`config.mk`:
```
export PLATFORM = sky130hd
export DESIGN_NAME = common_incr_counter
export DESIGN_NICKNAME = d
export VERILOG_FILES = /design/src/rtl/common_incr_counter.sv
export SDC_FILE = /design/constraint.sdc
export NUM_CORES = 1
export LEC_CHECK = 0
export BUFFER_PORTS_ARGS = -buffer_cell sky130_fd_sc_hd__buf_2
export CAP_MARGIN = 20
export CORE_AREA = 3 3 40 42
export DETAILED_ROUTE_END_ITERATION = 16
export DIE_AREA = 0 0 43 45
export GPL_TIMING_DRIVEN = 1
export PLACE_DENSITY = 0.57
export SLEW_MARGIN = 20
export SYNTH_ARGS = -nofsm -noshare
export SYNTH_HDL_FRONTEND = slang
export SYNTH_SLANG_ARGS = --single-unit
export TNS_END_PERCENT = 1
```
`constraint.sdc`:
```
create_clock -name clk -period 1.7 [get_ports clk]
set_clock_uncertainty 0.15 [all_clocks]
set_input_delay 0.085 -clock clk [delete_from_list [all_inputs] [get_ports clk]]
set_output_delay 0.085 -clock clk [all_outputs]
set_load 0.02 [all_outputs]
```
`src/rtl/common_incr_counter.sv`:
```
// common_incr_counter
//
// Parametrised up/down modulo counter over 0..MAX with registered carry and
// borrow pulses and a sticky overflow flag. In wrap mode the count rolls over
// at the bounds. In saturate mode it holds at the bounds. Either way the
// carry/borrow pulse is raised. It is used for FIFO pointers, retry counters
// and small timers.
//
// Parameters
//   WIDTH    : counter width in bits (1..64)
//   MAX      : inclusive terminal count (1..2**WIDTH-1), held at WIDTH+1 bits
//   SATURATE : 0 = wrap at the bounds, 1 = hold at the bounds
//
// Ports
//   clk          : clock, rising edge
//   resetn       : asynchronous active-low reset
//   i_clear      : synchronous clear to 0 (highest priority)
//   i_load       : synchronous load of i_load_value (clamped to MAX)
//   i_load_value : load data
//   i_inc        : increment request
//   i_dec        : decrement request (inc together with dec is a hold)
//   i_ovf_clr    : clears the sticky overflow flag
//   o_q          : current count
//   o_c          : one-cycle carry pulse (increment at MAX)
//   o_b          : one-cycle borrow pulse (decrement at 0)
//   o_ovf        : sticky carry/borrow/clamp flag
//   o_zero       : o_q == 0
//   o_max        : o_q == MAX
module common_incr_counter #(
  parameter int           WIDTH    = 2,
  parameter logic [WIDTH:0] MAX    = {1'b0, {WIDTH{1'b1}}},
  parameter bit           SATURATE = 1'b0
) (
  input  logic             clk,
  input  logic             resetn,
  input  logic             i_clear,
  input  logic             i_load,
  input  logic [WIDTH-1:0] i_load_value,
  input  logic             i_inc,
  input  logic             i_dec,
  input  logic             i_ovf_clr,
  output logic [WIDTH-1:0] o_q,
  output logic             o_c,
  output logic             o_b,
  output logic             o_ovf,
  output logic             o_zero,
  output logic             o_max
);

  // Largest value a WIDTH-bit count can hold, kept one bit wider so that
  // MAX = 2**WIDTH-1 compares without overflow.
  localparam logic [WIDTH:0]   LIMIT = {1'b0, {WIDTH{1'b1}}};
  localparam logic [WIDTH-1:0] MAX_Q = MAX[WIDTH-1:0];
  localparam logic [WIDTH-1:0] ONE_Q = WIDTH'(1);

  // Elaboration-time parameter checks.
  if (WIDTH < 1 || WIDTH > 64) begin : g_bad_width
    $error("common_incr_counter: WIDTH=%0d outside 1..64", WIDTH);
  end
  if (MAX == '0 || MAX > LIMIT) begin : g_bad_max
    $error("common_incr_counter: MAX=%0d outside 1..2**WIDTH-1", MAX);
  end

  logic [WIDTH-1:0] q;
  logic [WIDTH-1:0] q_next;
  logic             c_q;
  logic             b_q;
  logic             ovf_q;
  logic             c_next;
  logic             b_next;
  logic             clamp;
  logic             ovf_next;

  // Next-state decode. Clear beats load, load beats a count step, and inc
  // together with dec is treated as a hold. The compares are done at
  // WIDTH+1 bits. The +1 and -1 steps are only taken strictly inside
  // 0..MAX, so the WIDTH-bit step cannot wrap.
  always_comb begin
    q_next = q;
    c_next = 1'b0;
    b_next = 1'b0;
    clamp  = 1'b0;
    if (i_clear) begin
      q_next = '0;
    end else if (i_load) begin
      if ({1'b0, i_load_value} > MAX) begin
        q_next = MAX_Q;
        clamp  = 1'b1;
      end else begin
        q_next = i_load_value;
      end
    end else if (i_inc && !i_dec) begin
      if ({1'b0, q} == MAX) begin
        c_next = 1'b1;
        q_next = SATURATE ? q : '0;
      end else begin
        q_next = q + ONE_Q;
      end
    end else if (i_dec && !i_inc) begin
      if (q == '0) begin
        b_next = 1'b1;
        q_next = SATURATE ? q : MAX_Q;
      end else begin
        q_next = q - ONE_Q;
      end
    end
    // A new event in the same cycle as a clear request keeps the flag set.
    ovf_next = c_next | b_next | clamp | (ovf_q & ~i_ovf_clr);
  end

  // State register. Reset drops any pulse that is due in the current cycle.
  always_ff @(posedge clk or negedge resetn) begin
    if (!resetn) begin
      q     <= '0;
      c_q   <= 1'b0;
      b_q   <= 1'b0;
      ovf_q <= 1'b0;
    end else begin
      q     <= q_next;
      c_q   <= c_next;
      b_q   <= b_next;
      ovf_q <= ovf_next;
    end
  end

  assign o_q    = q;
  assign o_c    = c_q;
  assign o_b    = b_q;
  assign o_ovf  = ovf_q;
  // These flags are decoded from the count register only.
  assign o_zero = (q == '0);
  assign o_max  = ({1'b0, q} == MAX);

endmodule

```
# Word-level counts from Yosys, hierarchy flattened
# Index checks and enable logic that the tools add are counted.
# word_totals
elab_cells,32
ff_bits,5
input_bits,9
output_inout_bits,7
# classes
bitwise,4
mux,15
n_eq_ne,1
n_reduce_logical,6
addsub,2
# ops
operator,n
$mux W2,6
$mux W1,9
$reduce_bool A4 Y1,1
$add A2 B1 Y2 const B,1
$eq A2 B2 Y1 const B,1
$logic_and A1 B1 Y1,2
$logic_not A1 Y1,2
$logic_not A2 Y1,1
$or A1 B1 Y1,2
$sub A2 B1 Y2 const B,1
$and A1 B1 Y1,1
$not A1 Y1,1

# Depth between registers and ports, before layout
# Gate-level depths: netlist (run 1).
# logic_depth
ltp_word,8
ltp_mapped,5
ltp_nobuf,5

# Worst setup path before layout (run 1)
# Ideal clock, no wire load.
# synth_path
path_type,register to register
start,"register q[0], in the netlist o_q[0]"
end,"register q[1], in the netlist o_q[1]"
setup_slack_ps,183
arrival_time_ps,1273
setup_time_ps,94
period_less_slack_ps,1517
required_ps,1456
stages_incl_launch_ff,6
path_buffers,0
path_cell_list,dfrtp_1 > inv_1 > ha_1 > xnor2_1 > nand2_1 > a221oi_2
# synth_via
elab_chain_len,6
elab_cells_between_ends,10
classes_between,add/sub: 2; eq/ne: 1; mux: 6; reduce/logical: 1
# synth_lines
element,line,source
"start, declared",64,logic [WIDTH-1:0] q;
"start signal, assigned",119,q <= q_next;
$sub A2 B1 Y2 or $logic_not A2 Y1 (tied branches),"104, 100",
$mux W2,100,if (q == '0) begin
$mux W2,99,end else if (i_dec && !i_inc) begin
$mux W2 (*),92,end else if (i_inc && !i_dec) begin
$mux W2 (*),85,end else if (i_load) begin
$mux W2 (*),83,if (i_clear) begin
# Every way passes the cells marked *; elsewhere a longest branch is shown, timed or not. The select of a mux whose other input is x is not followed.
# A chain may end at the register's enable or synchronous reset.

# Worst setup path after layout (run 1)
# Same ends and word-level chain as after synthesis.

==> Implementation_results.wiki, run 1 <==
{| class="wikitable"
! Metric !! Value
|-
| Outcome || complete, no violations
|-
| Final cell utilization of the core || between 30% and 40%
|-
| Transition time of the tightest slew-check pin || slightly above 0.2 ns
|-
| Maximum cell stage delay along the critical path || 0.40 ns
|-
| Commonest non-fill, non-tap cells in the layout || buf_2, inv_1, dlygate4sd3_1
|-
| Register-to-register setup slack || approximately 0.22 ns
|-
| TritonCTS clock tree || done
|-
| Sum of negative setup slack || 0 ns
|-
| Synth-to-Final Area Change || 59.26%
|-
| Routed wire per std cell || roughly 9.5 µm
|-
| Remaining design rule violation count || 0
|-
| Maximum clock frequency || between 600 and 700 MHz
|-
| Worst Hold Class || input pin to asynchronous set/reset pin
|-
| Core Rows || 13
|-
| Post-CTS Resized || 0
|-
| Net Count, Synth || 44
|-
| Nature of the critical path endpoint || flip-flop
|-
| Syn Inst Count || 31
|-
| FF+latch count, synth || 5
|-
| Required time of the critical path || approximately 1.7 ns
|-
| Total number of vias || ~310
|-
| Antenna Diode Count || 0
|-
| Maximum number of pins on one net before global-route repair || 7
|-
| Largest delay contributor family on the critical path || flip-flops
|-
| Reported max-cap violation count || 0
|-
| Critical Path AT || around 1.5 ns
|-
| Summed instance area of the synthesized netlist || 304.0 µm²
|-
| Critical path launch point type || flip-flop
|-
| Net total in the final layout || 70
|-
| Final hold violations || 0
|-
| Detail Placement HPWL || 567.9 µm
|-
| CTS Root Buffer Type || clkbuf_4
|-
| Logic depth of the worst path, buffers included || 5
|-
| Die Outline Area || between 0.0015 and 0.002 mm²
|-
| Part of the cycle the worst path needs || between 80 and 90%
|-
| Kind of critical path || flip-flop to flip-flop
|-
| Width of the die || ~43 µm
|-
| Drt pass-1 iters || 4
|-
| Final setup violation count || 0
|-
| I/O pin count || 16
|-
| CTS HTree Levels || 1
|-
| Number of buffers and inverters on the critical path || 1
|-
| Clock sinks || 5
|-
| Setup slack after layout || approximately 0.22 ns
|-
| Initial antenna violation count || 0
|-
| Clock Pin Slew Worst Setup and Hold Paths || about 0.04 ns
|-
| Clock latency on the worst-skew pair || between 0.2 and 0.25 ns
|-
| Worst voltage drop across the vdd grid || about 0.00015 V
|-
| Pre-CTS WS || roughly 0.22 ns
|-
| Cell-by-cell listing of the critical path || inv_1, ha_1, xnor2_1, nand2_1, a221oi_2
|-
| I/O Buffers || 15
|-
| Global-route wire length before repair || roughly 1100 µm
|-
| Total leakage power || around 0.27 nW
|-
| Depth of the worst register-to-register path || 5
|-
| Remaining antenna violation count || 0
|-
| Number of distinct library cells after synthesis || 13
|-
| RSZ-0062 raised after global routing || no
|-
| RePlAce Congestion || 0.6715
|-
| Filler cell count || approximately 140
|-
| Overall fraction of global-route tracks in use || 8.007%
|-
| Critical R2R Launch || o_q[0]$_DFFE_PN0P_
|-
| Vias in the first global route || 280
|-
| Clock buffer depth || 2
|-
| Number of buffers added by the clock tree synthesis step || 3
|-
| Remaining global-route overflow || 0
|-
| RR Endpoint || o_q[1]$_DFFE_PN0P_
|-
| Starting Density || 23.66%
|-
| Mean cell area of the mapped netlist || between 9 and 10 µm²
|-
| Pwr Density || ~740 mW/mm²
|-
| Slowest library cell on the worst path || dfrtp_1
|-
| Detailed-route wire length || roughly 680 µm
|-
| Synth Warn # || 0
|-
| Sequential element share of the synthesized area || slightly above 40%
|-
| Layout cells sized above 1 || 37.50%
|-
| Final critical path time including I/O delays and setup || 1.477 ns
|-
| Slew Limit Fails || 0
|-
| Tightest slew margin relative to the limit || a little under nine tenths
|-
| Iter 0 DRT Violations || 1
|-
| Area inside the core boundary || roughly 0.0013 mm²
|-
| Critical Path Fanout Max || 5
|-
| Chip Height || ~45 µm
|-
| Mean number of vias per cell || between 4 and 5
|-
| Most common library cell in the layout ignoring fill and taps || buf_2
|}
==> flip-flops by register name, indices dropped and copies added (netlist names) <==
signal	count
o_q	2
o_b	1
o_c	1
o_ovf	1
==> cell families (layout without fill, tap and decap cells) <==
kind of cell	count (synthesis)	after routing	share of synthesized area, %
compound gates	8	8	21.81
xor+xnor	1	1	2.881
fa+ha+maj	4	4	16.46
buf+inv	8	33	9.877
flops	5	5	41.15
simple gates	5	5	7.818
==> cells in the mapped netlist <==
| cell | instances | area (µm²) |
|---|---|---|
| o211ai_1 | 1 | 7.510 |
| nor2_1 | 2 | 7.510 |
| a221oi_2 | 2 | 30.03 |
| a21oi_1 | 2 | 10.01 |
| xnor2_1 | 1 | 8.760 |
| a32oi_1 | 1 | 8.760 |
| o21ai_1 | 2 | 10.01 |
| nand3_1 | 1 | 5.000 |
| ha_1 | 4 | 50.05 |
| and3_2 | 1 | 7.510 |
| inv_1 | 8 | 30.03 |
| nand2_1 | 1 | 3.750 |
| dfrtp_1 | 5 | 125.1 |
==> timing repair <==
item,CTS,global route
hold endpoints to repair,8,0
buffers inserted,0,0
hold buffers,6,0
setup endpoints to repair,0,0
==> routing by layer <==
metal,routed length (µm),track usage (%)
met1,235,6.538
met2,375,15.27
met3,51,2.390
met4,14,7.229
met5,0,0
==> power by group <==
| part | leakage (nW) | switching [mW] | internal (mW) |
|---|---|---|---|
| Sequential | 0.0672 | 0.00572 | 0.126 |
| Clock | 0.0150 | 0.0470 | 0.0886 |
| Combinational | 0.191 | 0.0499 | 0.0428 |
==> worst max-delay path by stage <==
| stage | startpoint | to | slack, ns |
|---|---|---|---|
| 6_report | o_q[0]$_DFFE_PN0P_ | o_q[1]$_DFFE_PN0P_ | 0.22 |
| 5_1_grt | o_q[0]$_DFFE_PN0P_ | o_q[1]$_DFFE_PN0P_ | 0.06 |
| 2_1_floorplan | o_q[0]$_DFFE_PN0P_ | o_q[1]$_DFFE_PN0P_ | 0.18 |
| 3_3_place_gp | o_q[0]$_DFFE_PN0P_ | o_q[1]$_DFFE_PN0P_ | 0.25 |
| 3_5_place_dp | o_q[0]$_DFFE_PN0P_ | o_q[1]$_DFFE_PN0P_ | 0.22 |
| 4_1_cts | o_q[0]$_DFFE_PN0P_ | o_q[1]$_DFFE_PN0P_ | 0.21 |
==> per-stage QoR <==
stage | power (mW) | instance area, µm² | cells | hold WS, ns
detailed placement | 0.2167 | 397.9 | 61 | -0.2482
finish | 0.3595 | 484.2 | 71 | 0.03331
floorplan | 0.1856 | 304.0 | 31 | -0.3606
CTS | 0.3675 | 484.2 | 71 | 0.02176
global placement | 0.2155 | 397.9 | 61 | -0.2474
global route | 0.3840 | 484.2 | 71 | 0.03691
==> final cells by class <==
cell class,count,area [µm²],share of cell area [%]
clock buffers,4,26.28,5.426
repair buffers,21,135.1,27.91
flip-flops and latches,5,125.1,25.84
well taps,15,18.77,3.876
multi-input cells,18,148.9,30.75
inverters,8,30.03,6.202
Power figures use the tool's default switching activity.
==> run 2: changes to the inputs <==
SKIP_LAST_GASP = 1   (was unset)
clock period = 1.55 ns   (was 1.7 ns; I/O delays follow)
==> run 2 against run 1 <==
Worst setup slack got worse by 0.17 ns. Total power is 14% higher. Clock-buffer cell count unchanged. Register-to-register slack worse by 0.17 ns. Critical path depth did not move. Global-route usage shrank 0.25 points.
==> Implementation_results.wiki, run 2 (synthesis gave the netlist of run 1 again) <==
{| class="wikitable"
! Metric !! Value
|-
| Antenna Diode Count || 0 (unchanged)
|-
| Global-route wire length before repair || 1055 µm (-0.66%)
|-
| Number of buffers added by the clock tree synthesis step || 3 (unchanged)
|-
| Total chip power || 410.8 µW (+14%)
|-
| CTS HTree Levels || 1 (unchanged)
|-
| Critical Path AT || 1.50 ns (+0.03 ns)
|-
| Pwr Density || 802.8 mW/mm² (+8.1%)
|-
| Part of the cycle the worst path needs || 96.82% (+9.9 points)
|-
| Maximum number of pins on one net before global-route repair || 7 (unchanged)
|-
| Width of the die || 43 µm (unchanged)
|-
| Clock sinks || 5 (unchanged)
|-
| I/O pin count || 16 (unchanged)
|-
| Layout cells sized above 1 || 42.11% (+4.6 points)
|-
| Detailed-route wire length || 699 µm (+3.2%)
|-
| Reported max-cap violation count || 0 (unchanged)
|-
| Kind of critical path || flip-flop to flip-flop
|-
| Iter 0 DRT Violations || 1 (unchanged)
|-
| Combinational Power Share || 29.0% (+3.2 points)
|-
| Starting Density || 23.66% (unchanged)
|-
| RePlAce Congestion || 0.6695 (-0.30%)
|-
| Initial antenna violation count || 0 (unchanged)
|-
| Required time of the critical path || 1.55 ns (-0.15 ns)
|-
| Slew Limit Fails || 0 (unchanged)
|-
| Final hold violations || 0 (unchanged)
|-
| Nature of the critical path endpoint || flip-flop
|-
| Final cell utilization of the core || 39.82% (+2.1 points)
|-
| Maximum clock frequency || 666.4 MHz (-1.6%)
|-
| Worst voltage drop across the vdd grid || 0.0001652 V (+8.2%)
|-
| Total number of vias || 312 (+0.97%)
|-
| Filler cell count || 134 (-2.2%)
|-
| Detail Placement HPWL || 553 µm (-2.6%)
|-
| Total leakage power || 0.2835 nW (+3.9%)
|-
| Remaining global-route overflow || 0 (unchanged)
|-
| Area inside the core boundary || 0.001285 mm² (unchanged)
|-
| Critical path launch point type || flip-flop
|-
| Non-Filler Cell Area, Final || 511.7 µm² (+5.7%)
|-
| Internal power || 293.8 µW (+14%)
|-
| Placed cell areas || 397.9 µm² (unchanged)
|-
| Routed wire per std cell || 9.708 µm (+1.8%)
|-
| Net total in the final layout || 71 (+1.4%)
|-
| Switching part of the total || 28.48% (-0.059 points)
|-
| Worst Hold Class || input pin to asynchronous set/reset pin
|-
| Final critical path time including I/O delays and setup || 1.501 ns (+0.02381 ns)
|-
| Pre-CTS WS || 0.06309 ns (-0.1577 ns)
|-
| RSZ-0062 raised after global routing || yes
|-
| Clock Pin Slew Worst Setup and Hold Paths || 0.04 ns (about the same)
|-
| Core Rows || 13 (unchanged)
|-
| Count of non-filler cells in the finished layout || 72 (+1.4%)
|-
| Final setup violation count || 0 (unchanged)
|-
| Clock latency on the worst-skew pair || 0.24 ns (about the same)
|-
| Area of the multi-input gates || 168.9 µm² (+13%)
|-
| Tightest slew margin relative to the limit || 83.67% (-2.6 points)
|-
| Cell-by-cell listing of the critical path || buf_4, ha_1, o21ai_1, o211ai_1, a221oi_2
|-
| Switching Power || 117.0 µW (+14%)
|-
| Overall fraction of global-route tracks in use || 7.756% (-0.25 points)
|-
| Sequential fraction of design power || 35.1% (-1.4 points)
|-
| Sequential cell area || 125.1 µm² (unchanged)
|-
| Commonest non-fill, non-tap cells in the layout || buf_2, inv_1, dlygate4sd3_1
|-
| Number of buffers and inverters on the critical path || 1 (unchanged)
|-
| Clock buffer depth || 2 (unchanged)
|-
| TritonCTS clock tree || done
|-
| Outcome || complete, no violations
|-
| Critical Path Fanout Max || 5 (unchanged)
|-
| Drt pass-1 iters || 3 (-1)
|-
| Synth-to-Final Area Change || 68.31%
|-
| Largest delay contributor family on the critical path || compound AO/OA/AOI/OAI gates
|-
| Max reg flops || 2 (unchanged)
|-
| Setup slack after layout || 0.04936 ns (-0.1738 ns)
|-
| Mean number of vias per cell || 4.333 (-0.43%)
|-
| Chip Height || 45 µm (unchanged)
|-
| Clock group share of total power || 35.9% (-1.8 points)
|-
| Remaining design rule violation count || 0 (unchanged)
|-
| Die Outline Area || 0.001935 mm² (unchanged)
|-
| Remaining antenna violation count || 0 (unchanged)
|-
| Worst hold slack after final layout || 0.03806 ns (+0.004754 ns)
|-
| CTS Root Buffer Type || clkbuf_4
|-
| Maximum cell stage delay along the critical path || 0.41 ns (about the same)
|-
| Most common library cell in the layout ignoring fill and taps || buf_2
|-
| Slowest library cell on the worst path || dfrtp_1
|-
| Placed cell count || 61 (unchanged)
|-
| Transition time of the tightest slew-check pin || 0.2449 ns (+0.03961 ns)
|-
| Vias in the first global route || 295 (+5.4%)
|-
| Sum of negative setup slack || 0 ns (unchanged)
|-
| I/O Buffers || 15 (unchanged)
|}
[run 2: per-layer routing]
layer	global-route usage [%]	vias up	wire (µm)
li1	-	155	-
met1	5.811	149	255
met2	14.97	8	399
met3	1.594	0	44
met4	9.036	0	0
met5	0	-	0
[run 2: what timing repair did]
action,4_1_cts,5_1_grt
hold buffers,6,0
resized for setup,0,2
setup buffers,0,1
endpoints found under the setup margin,0,1
hold endpoints to repair,8,0
[run 2: path summary, 6_finish.rpt]
path	from	slack, ns	cells after the start	endpoint
max in group asynchronous	resetn	1.09	2	o_c$_DFF_PN0_
hold / removal	resetn	0.04	2	o_b$_DFF_PN0_
setup / recovery	o_q[0]$_DFFE_PN0P_	0.05	5	o_q[0]$_DFFE_PN0P_
hold reg to reg	o_ovf$_DFF_PN0_	0.35	2	o_ovf$_DFF_PN0_
min in group clk	i_dec	0.14	4	o_b$_DFF_PN0_
setup reg to reg	o_q[0]$_DFFE_PN0P_	0.05	5	o_q[0]$_DFFE_PN0P_
[run 2: power by group through the flow]
stage	clock network (mW)	registers, mW	logic, mW
CTS	0.156	0.144	0.103
detailed placement	0	0.146	0.0915
floorplan	0	0.153	0.0502
finish	0.148	0.144	0.119
global placement	0	0.146	0.0906
global route	0.162	0.146	0.131
[run 2: cell type report]
class | instances | area share [%]
clock buffer | 4 | 5.134
sequential | 5 | 24.45
timing repair buffer | 22 | 27.87
tap | 15 | 3.667
inverter | 8 | 5.868
multi-input combinational | 18 | 33.01
[run 2: worst register-to-register path, stage by stage (launching register included)]
cell	delay, ns
dfrtp_1	0.41
buf_4	0.15
ha_1	0.22
o21ai_1	0.14
o211ai_1	0.12
a221oi_2	0.22
==> run 3: changes to the inputs <==
PLACE_DENSITY = 0.59   (was 0.57)
clock period = 1.2 ns   (was 1.55 ns; I/O delays follow)
==> run 3 against run 2 <==
The run now ends with negative setup slack left. Clock-buffer cell count unchanged. Critical path depth did not move. Combinational power is 45% higher. Register-to-register slack got worse by 0.21 ns. Maximum frequency grew 10%. Clock power rose by 32%. Sequential share of layout area is 1.5 points lower. Final cell count grew 5.6%. Critical endpoint is now o_q[1]$_DFFE_PN0P_.
==> Implementation_results.wiki, run 3 (synthesis gave the netlist of run 1 again) <==
{| class="wikitable"
! Metric !! Value
|-
| Remaining design rule violation count || 0 (unchanged)
|-
| Clock Pin Slew Worst Setup and Hold Paths || 0.04 ns (about the same)
|-
| Tightest slew margin relative to the limit || 82.90% (-0.77 points)
|-
| Critical Path Fanout Max || 4 (-1)
|-
| Global-route wire length before repair || 1469 µm (+39%)
|-
| Commonest non-fill, non-tap cells in the layout || buf_2, inv_1, dlygate4sd3_1
|-
| RSZ-0062 raised after global routing || yes
|-
| Sum of negative setup slack || -0.6589 ns (-0.6589 ns)
|-
| Clock latency on the worst-skew pair || 0.24 ns (about the same)
|-
| Number of buffers added by the clock tree synthesis step || 3 (unchanged)
|-
| Required time of the critical path || 1.20 ns (-0.35 ns)
|-
| Most common library cell in the layout ignoring fill and taps || buf_2
|-
| Clock buffer depth || 2 (unchanged)
|-
| Layout cells sized above 1 || 54.10% (+12 points)
|-
| Detail Placement HPWL || 604.2 µm (+9.3%)
|-
| Remaining global-route overflow || 0 (unchanged)
|-
| Critical path launch point type || flip-flop
|-
| Initial antenna violation count || 0 (unchanged)
|-
| Max reg flops || 2 (unchanged)
|-
| Pre-CTS WS || -0.1800 ns (-0.2431 ns)
|-
| Iter 0 DRT Violations || 1 (unchanged)
|-
| Worst Hold Class || input pin to asynchronous set/reset pin
|-
| Routed wire per std cell || 10.41 µm (+7.2%)
|-
| Die Outline Area || 0.001935 mm² (unchanged)
|-
| Maximum number of pins on one net before global-route repair || 7 (unchanged)
|-
| Vias in the first global route || 345 (+17%)
|-
| Outcome || finished with violations
|-
| Final critical path time including I/O delays and setup || 1.364 ns (-0.1364 ns)
|-
| Critical Path AT || 1.36 ns (-0.14 ns)
|-
| Remaining antenna violation count || 0 (unchanged)
|-
| Violations in the final reports || negative setup slack
|-
| Detailed-route wire length || 791 µm (+13%)
|-
| Mean number of vias per cell || 4.289 (-1.0%)
|-
| Antenna Diode Count || 0 (unchanged)
|-
| CTS Root Buffer Type || clkbuf_4
|-
| Nature of the critical path endpoint || flip-flop
|-
| Drt pass-1 iters || 3 (unchanged)
|-
| Reported max-cap violation count || 0 (unchanged)
|-
| Part of the cycle the worst path needs || 113.7% (+17 points)
|-
| Cell-by-cell listing of the critical path || inv_2, ha_4, xnor2_2, nand2_1, a221oi_2
|-
| Pwr Density || 1005 mW/mm² (+25%)
|-
| I/O Buffers || 15 (unchanged)
|-
| Area inside the core boundary || 0.001285 mm² (unchanged)
|-
| Slowest library cell on the worst path || dfrtp_2
|-
| Number of buffers and inverters on the critical path || 1 (unchanged)
|-
| Width of the die || 43 µm (unchanged)
|-
| TritonCTS clock tree || done
|-
| Synth-to-Final Area Change || 83.13%
|-
| Setup slack after layout || -0.1642 ns (-0.2136 ns)
|-
| Transition time of the tightest slew-check pin || 0.2564 ns (+0.01154 ns)
|-
| Core Rows || 13 (unchanged)
|-
| Clock sinks || 5 (unchanged)
|-
| Worst voltage drop across the vdd grid || 0.0003558 V (+120%)
|-
| RePlAce Congestion || 0.6885 (+2.8%)
|-
| Net total in the final layout || 75 (+5.6%)
|-
| Maximum clock frequency || 733.0 MHz (+10%)
|-
| I/O pin count || 16 (unchanged)
|-
| Starting Density || 23.66% (unchanged)
|-
| Kind of critical path || flip-flop to flip-flop
|-
| Final setup violation count || 5 (+5)
|-
| Slew Limit Fails || 0 (unchanged)
|-
| Final hold violations || 0 (unchanged)
|-
| CTS HTree Levels || 1 (unchanged)
|-
| Chip Height || 45 µm (unchanged)
|-
| Largest delay contributor family on the critical path || flip-flops
|-
| Total leakage power || 0.2987 nW (+5.3%)
|-
| Total number of vias || 326 (+4.5%)
|-
| Overall fraction of global-route tracks in use || 10.36% (+2.6 points)
|-
| Maximum cell stage delay along the critical path || 0.41 ns (about the same)
|}
-- run 3: changes by cell type in the layout (fill, tap and decap cells not counted), sizes merged --
cell / previous run / this run
buf: 16 / 20
-- run 3: timing repair --
action,CTS,global route
hold endpoints to repair,8,0
buffers inserted,1,0
pin swaps,1,0
resized for setup,1,0
setup endpoints to repair,5,7
hold buffers,6,0
-- run 3: final timing paths --
kind,start,slack (ns),to,depth (start not counted)
worst max-delay path,o_q[0]$_DFFE_PN0P_,-0.16,o_q[1]$_DFFE_PN0P_,5
worst min-delay path,resetn,0.008,o_q[0]$_DFFE_PN0P_,2
worst max register to register,o_q[0]$_DFFE_PN0P_,-0.16,o_q[1]$_DFFE_PN0P_,5
worst min register to register,o_ovf$_DFF_PN0_,0.36,o_ovf$_DFF_PN0_,2
max in group asynchronous,resetn,0.75,o_q[1]$_DFFE_PN0P_,2
min in group clk,i_dec,0.10,o_b$_DFF_PN0_,4
-- run 3: cell type report --
type | instances | area [µm²]
Clock buffer | 4 | 26.28
Sequential cell | 5 | 127.6
Inverter | 8 | 30.03
Tap cell | 15 | 18.77
Multi-Input combinational cell | 18 | 181.4
Fill cell | 125 | 728.2
Timing Repair Buffer | 26 | 172.7
-- run 3: report_power, final --
group          switching (mW)  internal [mW]  leakage, nW  total (mW)
Combinational          0.0825         0.0907        0.219       0.173
Clock                  0.0700          0.126       0.0150       0.196
Sequential             0.0117          0.179       0.0646       0.191
Total                   0.164          0.395        0.299       0.560
-- run 3: routing by layer --
metal,track usage (%),wire [µm],vias up,share of wire [%]
met5,0,0,-,0
met4,5.422,14,0,1.8
met3,3.984,60,2,7.6
met2,17.37,411,12,52
met1,11.44,303,146,38
li1,-,-,166,-
-- run 3: metrics by stage --
| stage | std cells | total power [mW] | instance area, µm² | hold slack, ns | util [%] |
|---|---|---|---|---|---|
| floorplan | 31 | 0.2807 | 331.6 | -0.3856 | - |
| global placement | 65 | 0.3366 | 455.4 | -0.2704 | 35.44 |
| detailed placement | 65 | 0.3395 | 455.4 | -0.2668 | 35.44 |
| CTS | 76 | 0.5718 | 556.8 | 0.003758 | 43.33 |
| global route | 76 | 0.6052 | 556.8 | 0.006361 | 43.33 |
| finish | 76 | 0.5596 | 556.8 | 0.007738 | 43.33 |
